[src/rtl/rf_arb_pkg.sv]
// Shared types and defaults for the register-file write-port arbiter.
package rf_arb_pkg;

  localparam int unsigned NUM_REGS       = 32;
  localparam int unsigned DEF_DATA_W     = 32;
  localparam int unsigned DEF_ADDR_W     = 5;
  localparam int unsigned DEF_FIFO_DEPTH = 2;
  localparam int unsigned DEF_STARVE_LIM = 4;

  typedef enum logic [1:0] {
    CLR_IDLE,
    CLR_RUN,
    CLR_DONE
  } clr_state_e;

endpackage

[src/rtl/rf_write_arbiter_if.sv]
// Writeback / multi-cycle / register-file write-port bundle for rf_write_arbiter.
interface rf_write_arbiter_if #(
  parameter int unsigned DATA_W = 32,
  parameter int unsigned ADDR_W = 5
);
  logic              wb_we;
  logic [ADDR_W-1:0] wb_addr;
  logic [DATA_W-1:0] wb_data;
  logic              wb_stall;
  logic              mc_valid;
  logic [ADDR_W-1:0] mc_addr;
  logic [DATA_W-1:0] mc_data;
  logic              mc_ready;
  logic              mc_pend;
  logic              clr_start;
  logic              clr_busy;
  logic              clr_done;
  logic              rf_we;
  logic [ADDR_W-1:0] rf_a3;
  logic [DATA_W-1:0] rf_wd;

  modport master (
    output wb_we, wb_addr, wb_data, mc_valid, mc_addr, mc_data, clr_start,
    input  wb_stall, mc_ready, mc_pend, clr_busy, clr_done, rf_we, rf_a3, rf_wd
  );

  modport slave (
    input  wb_we, wb_addr, wb_data, mc_valid, mc_addr, mc_data, clr_start,
    output wb_stall, mc_ready, mc_pend, clr_busy, clr_done, rf_we, rf_a3, rf_wd
  );
endinterface

[src/rtl/rf_wr_fifo.sv]
// Small sync FIFO of {addr,data} with per-entry address/valid taps for hazard compare.
module rf_wr_fifo #(
  parameter int unsigned DATA_W = 32,
  parameter int unsigned ADDR_W = 5,
  parameter int unsigned DEPTH  = 2
) (
  input  logic              clk,
  input  logic              rst_n,
  input  logic              push_i,
  input  logic [ADDR_W-1:0] push_addr_i,
  input  logic [DATA_W-1:0] push_data_i,
  input  logic              pop_i,
  output logic              full_o,
  output logic              empty_o,
  output logic [ADDR_W-1:0] head_addr_o,
  output logic [DATA_W-1:0] head_data_o,
  output logic [ADDR_W-1:0] ent_addr_o [DEPTH],
  output logic [DEPTH-1:0]  ent_vld_o
);
  localparam int unsigned PTR_W = (DEPTH > 1) ? $clog2(DEPTH) : 1;
  localparam int unsigned CNT_W = $clog2(DEPTH + 1);

  logic [ADDR_W-1:0] addr_q [DEPTH];
  logic [DATA_W-1:0] data_q [DEPTH];
  logic [DEPTH-1:0]  vld_q;
  logic [PTR_W-1:0]  rd_q, wr_q;
  logic [CNT_W-1:0]  cnt_q;

  function automatic logic [PTR_W-1:0] ptr_inc(input logic [PTR_W-1:0] p);
    return (p == PTR_W'(DEPTH - 1)) ? '0 : p + PTR_W'(1);
  endfunction

  always_ff @(posedge clk or negedge rst_n) begin
    if (!rst_n) begin
      rd_q  <= '0;
      wr_q  <= '0;
      cnt_q <= '0;
      vld_q <= '0;
    end else begin
      if (pop_i) begin
        rd_q        <= ptr_inc(rd_q);
        vld_q[rd_q] <= 1'b0;
      end
      if (push_i) begin
        wr_q        <= ptr_inc(wr_q);
        vld_q[wr_q] <= 1'b1;
      end
      unique case ({push_i, pop_i})
        2'b10:   cnt_q <= cnt_q + CNT_W'(1);
        2'b01:   cnt_q <= cnt_q - CNT_W'(1);
        default: cnt_q <= cnt_q;
      endcase
    end
  end

  always_ff @(posedge clk) begin
    if (push_i) begin
      addr_q[wr_q] <= push_addr_i;
      data_q[wr_q] <= push_data_i;
    end
  end

  assign full_o      = (cnt_q == CNT_W'(DEPTH));
  assign empty_o     = (cnt_q == '0);
  assign head_addr_o = addr_q[rd_q];
  assign head_data_o = data_q[rd_q];
  assign ent_addr_o  = addr_q;
  assign ent_vld_o   = vld_q;

endmodule

[src/rtl/rf_write_arbiter.sv]
// Shares the register-file write port between core writeback and a buffered multi-cycle unit.
// The full-register clear sequencer is built only when RF_ARB_CLEAR_EN is defined.
module rf_write_arbiter
  import rf_arb_pkg::*;
#(
  parameter int unsigned DATA_W     = DEF_DATA_W,
  parameter int unsigned ADDR_W     = DEF_ADDR_W,
  parameter int unsigned FIFO_DEPTH = DEF_FIFO_DEPTH,
  parameter int unsigned STARVE_LIM = DEF_STARVE_LIM
) (
  input logic               clk,
  input logic               rst,
  rf_write_arbiter_if.slave bus
);
  localparam int unsigned CNT_W = $clog2(STARVE_LIM + 1);
  localparam int unsigned IDX_W = $clog2(NUM_REGS);

  logic              fifo_full, fifo_empty, push, pop, bypass, mc_ready, mc_fire, pend;
  logic [ADDR_W-1:0] head_addr;
  logic [DATA_W-1:0] head_data;
  logic [ADDR_W-1:0] ent_addr [FIFO_DEPTH];
  logic [FIFO_DEPTH-1:0] ent_vld;
  logic [CNT_W-1:0]  starve_q, starve_d;
  logic              stall_q;
  logic              clr_run, clr_busy, clr_done;
  logic [IDX_W-1:0]  clr_idx;
  logic              port_we;
  logic [ADDR_W-1:0] port_a;
  logic [DATA_W-1:0] port_d;

  rf_wr_fifo #(
    .DATA_W (DATA_W),
    .ADDR_W (ADDR_W),
    .DEPTH  (FIFO_DEPTH)
  ) u_fifo (
    .clk         (clk),
    .rst_n       (rst),
    .push_i      (push),
    .push_addr_i (bus.mc_addr),
    .push_data_i (bus.mc_data),
    .pop_i       (pop),
    .full_o      (fifo_full),
    .empty_o     (fifo_empty),
    .head_addr_o (head_addr),
    .head_data_o (head_data),
    .ent_addr_o  (ent_addr),
    .ent_vld_o   (ent_vld)
  );

`ifdef RF_ARB_CLEAR_EN
  clr_state_e       clr_st_q;
  logic [IDX_W-1:0] clr_idx_q;
  logic             clr_busy_q, clr_done_q;

  always_ff @(posedge clk or negedge rst) begin
    if (!rst) begin
      clr_st_q   <= CLR_IDLE;
      clr_idx_q  <= '0;
      clr_busy_q <= 1'b0;
      clr_done_q <= 1'b0;
    end else begin
      unique case (clr_st_q)
        CLR_IDLE: if (bus.clr_start) begin
          clr_st_q   <= CLR_RUN;
          clr_idx_q  <= '0;
          clr_busy_q <= 1'b1;
        end
        CLR_RUN: begin
          clr_idx_q <= clr_idx_q + IDX_W'(1);
          if (clr_idx_q == IDX_W'(NUM_REGS - 1)) begin
            clr_st_q   <= CLR_DONE;
            clr_done_q <= 1'b1;
          end
        end
        CLR_DONE: begin
          clr_st_q   <= CLR_IDLE;
          clr_busy_q <= 1'b0;
          clr_done_q <= 1'b0;
        end
        default: clr_st_q <= CLR_IDLE;
      endcase
    end
  end

  assign clr_run  = (clr_st_q == CLR_RUN);
  assign clr_idx  = clr_idx_q;
  assign clr_busy = clr_busy_q;
  assign clr_done = clr_done_q;
`else
  logic unused_clr_start;
  assign unused_clr_start = bus.clr_start;
  assign clr_run  = 1'b0;
  assign clr_idx  = '0;
  assign clr_busy = 1'b0;
  assign clr_done = 1'b0;
`endif

  // Ready ignores a same-cycle drain so it never depends on the port decision.
  assign mc_ready = rst & ~fifo_full & ~clr_busy;
  assign mc_fire  = bus.mc_valid & mc_ready;

  always_comb begin
    port_we = 1'b0;
    port_a  = '0;
    port_d  = '0;
    pop     = 1'b0;
    bypass  = 1'b0;
    if (clr_run) begin
      port_we = 1'b1;
      port_a  = ADDR_W'(clr_idx);
    end else if (stall_q && !fifo_empty) begin
      port_we = 1'b1;
      port_a  = head_addr;
      port_d  = head_data;
      pop     = 1'b1;
    end else if (bus.wb_we && !stall_q) begin
      port_we = 1'b1;
      port_a  = bus.wb_addr;
      port_d  = bus.wb_data;
    end else if (!fifo_empty) begin
      port_we = 1'b1;
      port_a  = head_addr;
      port_d  = head_data;
      pop     = 1'b1;
    end else if (mc_fire) begin
      port_we = 1'b1;
      port_a  = bus.mc_addr;
      port_d  = bus.mc_data;
      bypass  = 1'b1;
    end
  end

  assign push = mc_fire & ~bypass;

  // Counts cycles a waiting head is denied the port; held while the clear owns it.
  always_comb begin
    starve_d = starve_q;
    if (!clr_run) begin
      if (pop || fifo_empty)                        starve_d = '0;
      else if (starve_q != CNT_W'(STARVE_LIM))      starve_d = starve_q + CNT_W'(1);
    end
  end

  always_ff @(posedge clk or negedge rst) begin
    if (!rst) begin
      starve_q <= '0;
      stall_q  <= 1'b0;
    end else begin
      starve_q <= starve_d;
      stall_q  <= (starve_d == CNT_W'(STARVE_LIM));
    end
  end

  always_comb begin
    pend = 1'b0;
    for (int unsigned i = 0; i < FIFO_DEPTH; i++)
      if (ent_vld[i] && (ent_addr[i] == bus.wb_addr)) pend = 1'b1;
  end

  assign bus.rf_we    = rst & port_we;
  assign bus.rf_a3    = port_a;
  assign bus.rf_wd    = port_d;
  assign bus.wb_stall = stall_q | clr_run;
  assign bus.mc_ready = mc_ready;
  assign bus.mc_pend  = rst & pend;
  assign bus.clr_busy = clr_busy;
  assign bus.clr_done = clr_done;

endmodule

[src/flat_wrapper.sv]
// flat-port wrapper written by rule: the top's interface ports become plain ports
module rf_write_arbiter_flat import rf_arb_pkg::*;
#(
  parameter int unsigned DATA_W     = DEF_DATA_W,
  parameter int unsigned ADDR_W     = DEF_ADDR_W,
  parameter int unsigned FIFO_DEPTH = DEF_FIFO_DEPTH,
  parameter int unsigned STARVE_LIM = DEF_STARVE_LIM
)
  (clk, rst, bus_wb_we, bus_wb_addr, bus_wb_data, bus_mc_valid, bus_mc_addr, bus_mc_data, bus_clr_start, bus_wb_stall, bus_mc_ready, bus_mc_pend, bus_clr_busy, bus_clr_done, bus_rf_we, bus_rf_a3, bus_rf_wd);
  rf_write_arbiter_if #(.DATA_W(DATA_W), .ADDR_W(ADDR_W)) bus_i ();
  input logic clk;
  input logic rst;
  input wire logic [$bits(bus_i.wb_we)-1:0] bus_wb_we;
  input wire logic [$bits(bus_i.wb_addr)-1:0] bus_wb_addr;
  input wire logic [$bits(bus_i.wb_data)-1:0] bus_wb_data;
  input wire logic [$bits(bus_i.mc_valid)-1:0] bus_mc_valid;
  input wire logic [$bits(bus_i.mc_addr)-1:0] bus_mc_addr;
  input wire logic [$bits(bus_i.mc_data)-1:0] bus_mc_data;
  input wire logic [$bits(bus_i.clr_start)-1:0] bus_clr_start;
  output wire logic [$bits(bus_i.wb_stall)-1:0] bus_wb_stall;
  output wire logic [$bits(bus_i.mc_ready)-1:0] bus_mc_ready;
  output wire logic [$bits(bus_i.mc_pend)-1:0] bus_mc_pend;
  output wire logic [$bits(bus_i.clr_busy)-1:0] bus_clr_busy;
  output wire logic [$bits(bus_i.clr_done)-1:0] bus_clr_done;
  output wire logic [$bits(bus_i.rf_we)-1:0] bus_rf_we;
  output wire logic [$bits(bus_i.rf_a3)-1:0] bus_rf_a3;
  output wire logic [$bits(bus_i.rf_wd)-1:0] bus_rf_wd;
  assign bus_i.wb_we = bus_wb_we;
  assign bus_i.wb_addr = bus_wb_addr;
  assign bus_i.wb_data = bus_wb_data;
  assign bus_i.mc_valid = bus_mc_valid;
  assign bus_i.mc_addr = bus_mc_addr;
  assign bus_i.mc_data = bus_mc_data;
  assign bus_i.clr_start = bus_clr_start;
  assign bus_wb_stall = bus_i.wb_stall;
  assign bus_mc_ready = bus_i.mc_ready;
  assign bus_mc_pend = bus_i.mc_pend;
  assign bus_clr_busy = bus_i.clr_busy;
  assign bus_clr_done = bus_i.clr_done;
  assign bus_rf_we = bus_i.rf_we;
  assign bus_rf_a3 = bus_i.rf_a3;
  assign bus_rf_wd = bus_i.rf_wd;
  rf_write_arbiter #(.DATA_W(DATA_W), .ADDR_W(ADDR_W), .FIFO_DEPTH(FIFO_DEPTH), .STARVE_LIM(STARVE_LIM)) u_core (.clk(clk), .rst(rst), .bus(bus_i));
endmodule
[config.mk]
export PLATFORM = sky130hd
export DESIGN_NAME = rf_write_arbiter_flat
export DESIGN_NICKNAME = d
export VERILOG_FILES = /design/src/rtl/rf_arb_pkg.sv /design/src/rtl/rf_write_arbiter_if.sv /design/src/rtl/rf_wr_fifo.sv /design/src/rtl/rf_write_arbiter.sv /design/src/flat_wrapper.sv
export SDC_FILE = /design/constraint.sdc
export NUM_CORES = 1
export LEC_CHECK = 0
export BUFFER_PORTS_ARGS = -buffer_cell sky130_fd_sc_hd__buf_4
export CORE_MARGIN = 2
export CORE_UTILIZATION = 40
export DETAILED_ROUTE_END_ITERATION = 8
export PLACE_DENSITY = 0.76
export SETUP_SLACK_MARGIN = 0.2
export SYNTH_ARGS = -nofsm -noshare
export SYNTH_HDL_FRONTEND = slang
export SYNTH_SLANG_ARGS = --single-unit
[constraint.sdc]
create_clock -name clk -period 3.2 [get_ports clk]
set_input_delay 0.32 -clock clk [delete_from_list [all_inputs] [get_ports clk]]
set_output_delay 0.32 -clock clk [all_outputs]
set_load 0.01 [all_outputs]
==> results of run 1 <==
==> through the flow <==
stage / instance area, sq um / power [mW] / util / cells
2_1_floorplan: 3960 / 2.34 / - / 280
3_5_place_dp: 4980 / 2.81 / 0.514 / 516
4_1_cts: 5150 / 3.45 / 0.531 / 533
5_1_grt: 5150 / 3.62 / 0.531 / 533
6_report: 5150 / 3.40 / 0.531 / 533
3_3_place_gp: 4980 / 2.78 / 0.514 / 516
==> cell usage after synthesis, types with 2 or more instances <==
| master | n |
|---|---|
| edfxtp_1 | 74 |
| nor2_1 | 8 |
| buf_4 | 5 |
| ha_1 | 3 |
| buf_6 | 4 |
| clkbuf_1 | 4 |
| o21ai_0 | 3 |
| inv_1 | 6 |
| nand2_1 | 3 |
| a221o_1 | 37 |
| xnor2_1 | 14 |
| nor3b_1 | 2 |
| o31ai_1 | 2 |
| nor3_1 | 38 |
| mux2i_1 | 37 |
| nand3_1 | 3 |
| nand4_1 | 2 |
| buf_2 | 11 |
| dfrtp_1 | 10 |
==> worst register-to-register path: stages, from the launching register on <==
cell	delay (ns)
dfrtp_1	0.52
nor2_4	0.45
buf_4	0.38
nor2_1	0.11
ha_1	0.23
xnor2_1	0.12
nor2_1	0.13
xor2_1	0.17
==> kinds of logic after synthesis <==
logic type               Yosys count  share of synthesized area
AO/OA/AOI/OAI                     49                      0.115
flip-flops                        84                      0.625
XOR/XNOR                          15                     0.0332
adder cells (fa/ha/maj)            3                    0.00949
multiplexers                      37                     0.0936
AND/OR/NAND/NOR                   59                     0.0778
other                              1                   0.000948
buffers and inverters             31                     0.0452
==> final cells by class <==
type                    count  area share
flip-flops and latches     84       0.481
clock buffers              11      0.0255
clock inverters             5     0.00559
well taps                 133      0.0323
repair buffers            129       0.191
multi-input cells         165       0.260
inverters                   6     0.00438
==> state kept, by name, summed over array words and instances (netlist names) <==
register                  count
u_core.u_fifo.data_q         64
u_core.u_fifo.ent_addr_o     10
u_core.starve_q               3
u_core.u_fifo.cnt_q           2
u_core.u_fifo.ent_vld_o       2
u_core.bus.wb_stall           1
u_core.u_fifo.rd_q            1
u_core.u_fifo.wr_q            1
==> routing by layer <==
| layer | vias up | share of wire | global-route usage |
|---|---|---|---|
| li1 | 1342 | - | - |
| met1 | 1292 | 0.45 | 0.212 |
| met2 | 90 | 0.49 | 0.268 |
| met3 | 5 | 0.053 | 0.0397 |
| met4 | 0 | 0.0099 | 0.0547 |
| met5 | - | 0 | 0 |
==> worst max-delay path by stage <==
stage | start | endpoint | slack (ns) | cells past startpoint
floorplan | u_core.u_fifo.cnt_q[1]$_DFFE_PN0P_ | u_core.u_fifo.data_q[0][0]$_DFFE_PP_ | 0.37 | 4
global placement | u_core.u_fifo.cnt_q[0]$_DFFE_PN0P_ | bus_rf_wd[11] | 1.00 | 5
detailed placement | u_core.u_fifo.cnt_q[0]$_DFFE_PN0P_ | u_core.u_fifo.cnt_q[1]$_DFFE_PN0P_ | 0.97 | 6
CTS | u_core.u_fifo.cnt_q[1]$_DFFE_PN0P_ | bus_rf_wd[5] | 0.59 | 5
global route | u_core.u_fifo.cnt_q[1]$_DFFE_PN0P_ | bus_rf_a3[2] | 0.47 | 5
finish | u_core.u_fifo.cnt_q[0]$_DFFE_PN0P_ | bus_rf_a3[2] | 0.65 | 5
==> power by group <==
| group | switching (mW) | internal (mW) |
|---|---|---|
| Clock | 0.355 | 0.277 |
| Sequential | 0.124 | 1.36 |
| Combinational | 0.652 | 0.629 |
==> qor.txt, run 1 <==
Post-synth top flop -> edfxtp_1
Flops & latches, synth -> 84
CTS clk-pin slew, worst paths -> 0.08 ns
Yosys top cell area share -> 0.561
Most common cell after layout, fill and taps aside -> buf_4
Clk_lat worst skew -> 0.34 ns
Register area share after synthesis -> 0.625
Via count of the routed design -> 2729
Max Cap Viol -> 0
Final net count -> 477
FF-to-FF path depth -> 7
Slew margin rel. -> 0.510
Peak VDD IR -> 0.274 mV
Cells on Worst Hold Path -> 1
Fin. Hold Viols -> 0
Routed WL -> 8370 microns
# fillers -> 825
CP arrival -> 2.23 ns
Worst r2r dst -> u_core.u_fifo.cnt_q[1]$_DFFE_PN0P_
Iteration-0 DRC Markers -> 113
Die area -> 10700 sq um
Ys Warns -> 0
WS Path Type -> reg2out
TritonCTS clock tree -> built
Die Y -> 103 microns
DRC -> 0
Worst Hold Class -> in2reg
Worst r2r src -> u_core.u_fifo.cnt_q[0]$_DFFE_PN0P_
CP Buf/Inv Count -> 2
Crit path largest cell delay -> 0.52 ns
Unrepaired setup endpoints after global routing -> false
Antenna Violating Nets Remaining -> 0
Most frequent cells in the layout -> buf_4 (127), edfxtp_1 (74), nor3_1 (38)
Largest area contributor in the netlist -> edfxtp_1
Final Cycle Share -> 0.795
DP Wirelength -> 5680 microns
Port Buffers -> 118
Required @ worst endpoint -> 2.88 ns
Mapped Cells -> 279
# IOs -> 122
Clock Tree Root -> clkbuf_8
Post-synth EDFFs -> 74
Final setup fails -> 0
Pwr dens -> 661 nW/um^2
Fin. max-slew vios -> 0
Total negative slack -> 0 ns
Fraction of layout cells with a size suffix above 1 -> 0.368
FMAX -> 393 MHz
Clk sinks -> 84
Crit-path slowest cell -> dfrtp_1
Vias in the first global route -> 2639
Most Frequent Cell on Critical Path -> buf_4
Multi-input gate area -> 1340 sq um
First-pass GRT wire length -> 13100 microns
Routability Congestion -> 0.709
Hold Path Sink -> u_core.u_fifo.data_q[1][24]$_DFFE_PP_
Hold_buf cts -> 1
Min-delay src -> bus_mc_data[24]
Critical path startpoint category -> flip-flop
Post-Place Setup Slack -> 0.969 ns
Hold Slack -> 0.164 ns
Area delta synth->final -> 30.0%
Initial antenna violation count -> 0
Async set-reset flop share out of synthesis -> 0.119
Largest net degree at the start of global routing -> 45
Final worst slack -> 0.655 ns
FF/Latch Area -> 2470 sq um
CP Capture Type -> output port
Netlist Area Pre-Place -> 3960 sq um
First-pass DRT Iterations -> 4
Clk_skew -> 0.0111 ns
Crit path time final -> 2.55 ns
Gr usage total -> 0.163
Worst reg2reg setup slack -> 1.00 ns
Worst-path cell chain -> nor2_4 -> buf_4 -> nor3_1 -> a221o_1 -> buf_4
Post-Syn Area per Cell -> 14.2 sq um
Global route overflow -> 0
CTS max path bufs -> 2
Dominant cells by area after synthesis -> edfxtp_1 (56%), a221o_1 (9.4%), mux2i_1 (9.4%)
Cell family with most CP delay -> simple AND/OR/NAND/NOR gates
Leakage -> 2.04 nW
Htree depth -> 3
Count of different cell masters after synthesis -> 32
Post_cts resized -> 0
Wire per inst -> 15.7 microns
Setup bufs post-CTS -> 0
Vias per inst -> 5.12
CTS Buf Count -> 9
Slew at the pin closest to its max-slew limit -> 0.734 ns
CP Max Fanout -> 22
Core ar. -> 9680 sq um
# rows -> 36
Die width -> 103 microns
Run status -> finished, final reports clean
Initial core utilization -> 0.409
ANT cells -> 0
Power figures use the tool's default switching activity.
==> inputs of run 2 (changes only) <==
Clock period 3.2 ns to 2.5 ns, I/O delays scaled along.
==> qor.txt, run 2 (synthesis results as in run 1) <==
Run status -> finished, final reports clean
Fin. max-slew vios -> 0
Clock Tree Root -> clkbuf_8
FMAX -> 448 MHz
Met3 WL post-DR -> 553 microns
DP Wirelength -> 6020 microns
Fin. Hold Viols -> 0
Vias in the first global route -> 2693
Critical path startpoint category -> flip-flop
Antenna Violating Nets Remaining -> 0
FF/Latch Area -> 2480 sq um
Total negative slack -> 0 ns
DRC -> 0
Hold Slack -> 0.0918 ns
# rows -> 36
WS Path Type -> reg2out
Clk_lat worst skew -> 0.34 ns
First-pass GRT wire length -> 13500 microns
Leakage -> 2.19 nW
Die area -> 10700 sq um
Post-route design area -> 5440 sq um
Sequential share of power -> 0.389
Biggest register -> u_core.u_fifo.data_q
Via count of the routed design -> 2912
Core ar. -> 9680 sq um
Int Pwr -> 3.38 mW
Gr usage total -> 0.168
CTS clk-pin slew, worst paths -> 0.08 ns
Iteration-0 DRC Markers -> 153
# IOs -> 122
Slew at the pin closest to its max-slew limit -> 0.709 ns
Sw Pwr -> 1.55 mW
Clk_skew -> 0.00804 ns
CP Capture Type -> output port
Post-Place Setup Slack -> 0.492 ns
Final worst slack -> 0.267 ns
First-pass DRT Iterations -> 4
Vias per inst -> 5.29
Max Cap Viol -> 0
Required @ worst endpoint -> 2.25 ns
TritonCTS clock tree -> built
Clock power frac -> 0.232
Slew margin rel. -> 0.526
Multi-input gate area -> 1350 sq um
Final Cycle Share -> 0.893
CP Max Fanout -> 13
Most common cell after layout, fill and taps aside -> buf_4
Clk sinks -> 84
Area delta synth->final -> 37.4%
Die Y -> 103 microns
CTS max path bufs -> 2
Fraction of layout cells with a size suffix above 1 -> 0.400
Peak VDD IR -> 0.440 mV
Routability Congestion -> 0.698
Top Metal Used -> met4
Htree depth -> 3
Crit path time final -> 2.23 ns
# fillers -> 790
Cells after DPL -> 517
Port Buffers -> 118
Final setup fails -> 0
CP arrival -> 1.98 ns
M1 WL -> 4020 microns
Power share of the combinational group -> 0.378
Pwr dens -> 907 nW/um^2
Switching share of power -> 0.315
Dpl cell area -> 5010 sq um
ANT cells -> 0
Met2 WL -> 4870 microns
Finished Core Util -> 0.562
Largest net degree at the start of global routing -> 50
Die width -> 103 microns
Final net count -> 494
Wire per inst -> 17.3 microns
Routed WL -> 9520 microns
Initial core utilization -> 0.409
Tot Pwr -> 4.93 mW
Max FFs per register -> 64
Worst Hold Class -> in2reg
Unrepaired setup endpoints after global routing -> false
CTS Buf Count -> 9
Global route overflow -> 0
Most frequent cells in the layout -> buf_4 (136), edfxtp_1 (74), nor3_1 (38)
Initial antenna violation count -> 0
Fin cells -> 550
run 2: routing by layer:
layer  global-route usage  vias up
met5                    0        -
met1                0.219     1415
met3               0.0390        4
li1                     -     1375
met2                0.280      118
met4               0.0486        0
run 2: power by group through the flow:
stage / clock network [mW] / logic, mW / registers, mW
after CTS: 1.17 / 1.69 / 1.96
after global routing: 1.23 / 2.03 / 1.94
after detailed placement: 0 / 1.67 / 1.97
after floorplan: 0 / 1.16 / 1.84
final: 1.15 / 1.86 / 1.92
after global placement: 0 / 1.63 / 1.96
run 2: what timing repair did:
action                                  CTS  global route
gates cloned                              1             3
pin swaps                                 1             2
buffers inserted                          0            12
hold buffers                              1             0
resized for setup                         1             5
hold endpoints to repair                 10             0
endpoints found under the setup margin   28            35
run 2: cell type report:
cell class	instances	share of cell area
Timing Repair Buffer	145	0.218
Multi-Input combinational cell	166	0.248
Inverter	6	0.00414
Tap cell	133	0.0306
Sequential cell	84	0.455
Clock inverter	7	0.0212
Clock buffer	9	0.0228
run 2: final timing paths:
check | startpoint | end | slack [ns] | cells after the start
min in group asynchronous | rst | u_core.bus.wb_stall$_DFF_PN0_ | 0.29 | 2
worst min-delay path | bus_mc_data[26] | u_core.u_fifo.data_q[0][26]$_DFFE_PP_ | 0.09 | 1
worst min register to register | u_core.u_fifo.ent_vld_o[0]$_DFF_PN0_ | u_core.u_fifo.ent_vld_o[0]$_DFF_PN0_ | 0.52 | 2
worst max register to register | u_core.u_fifo.cnt_q[1]$_DFFE_PN0P_ | u_core.u_fifo.cnt_q[1]$_DFFE_PN0P_ | 0.46 | 5
worst max-delay path | u_core.bus.wb_stall$_DFF_PN0_ | bus_rf_a3[1] | 0.27 | 7
max in group asynchronous | rst | u_core.u_fifo.rd_q$_DFFE_PN0N_ | 2.02 | 2
run 2: critical path: stages (launching register included):
cell     delay, ns
dfrtp_1       0.43
nor2b_4       0.18
buf_12        0.17
nor4_4        0.05
buf_4         0.16
buf_4         0.18
a221o_1       0.31
buf_4         0.15
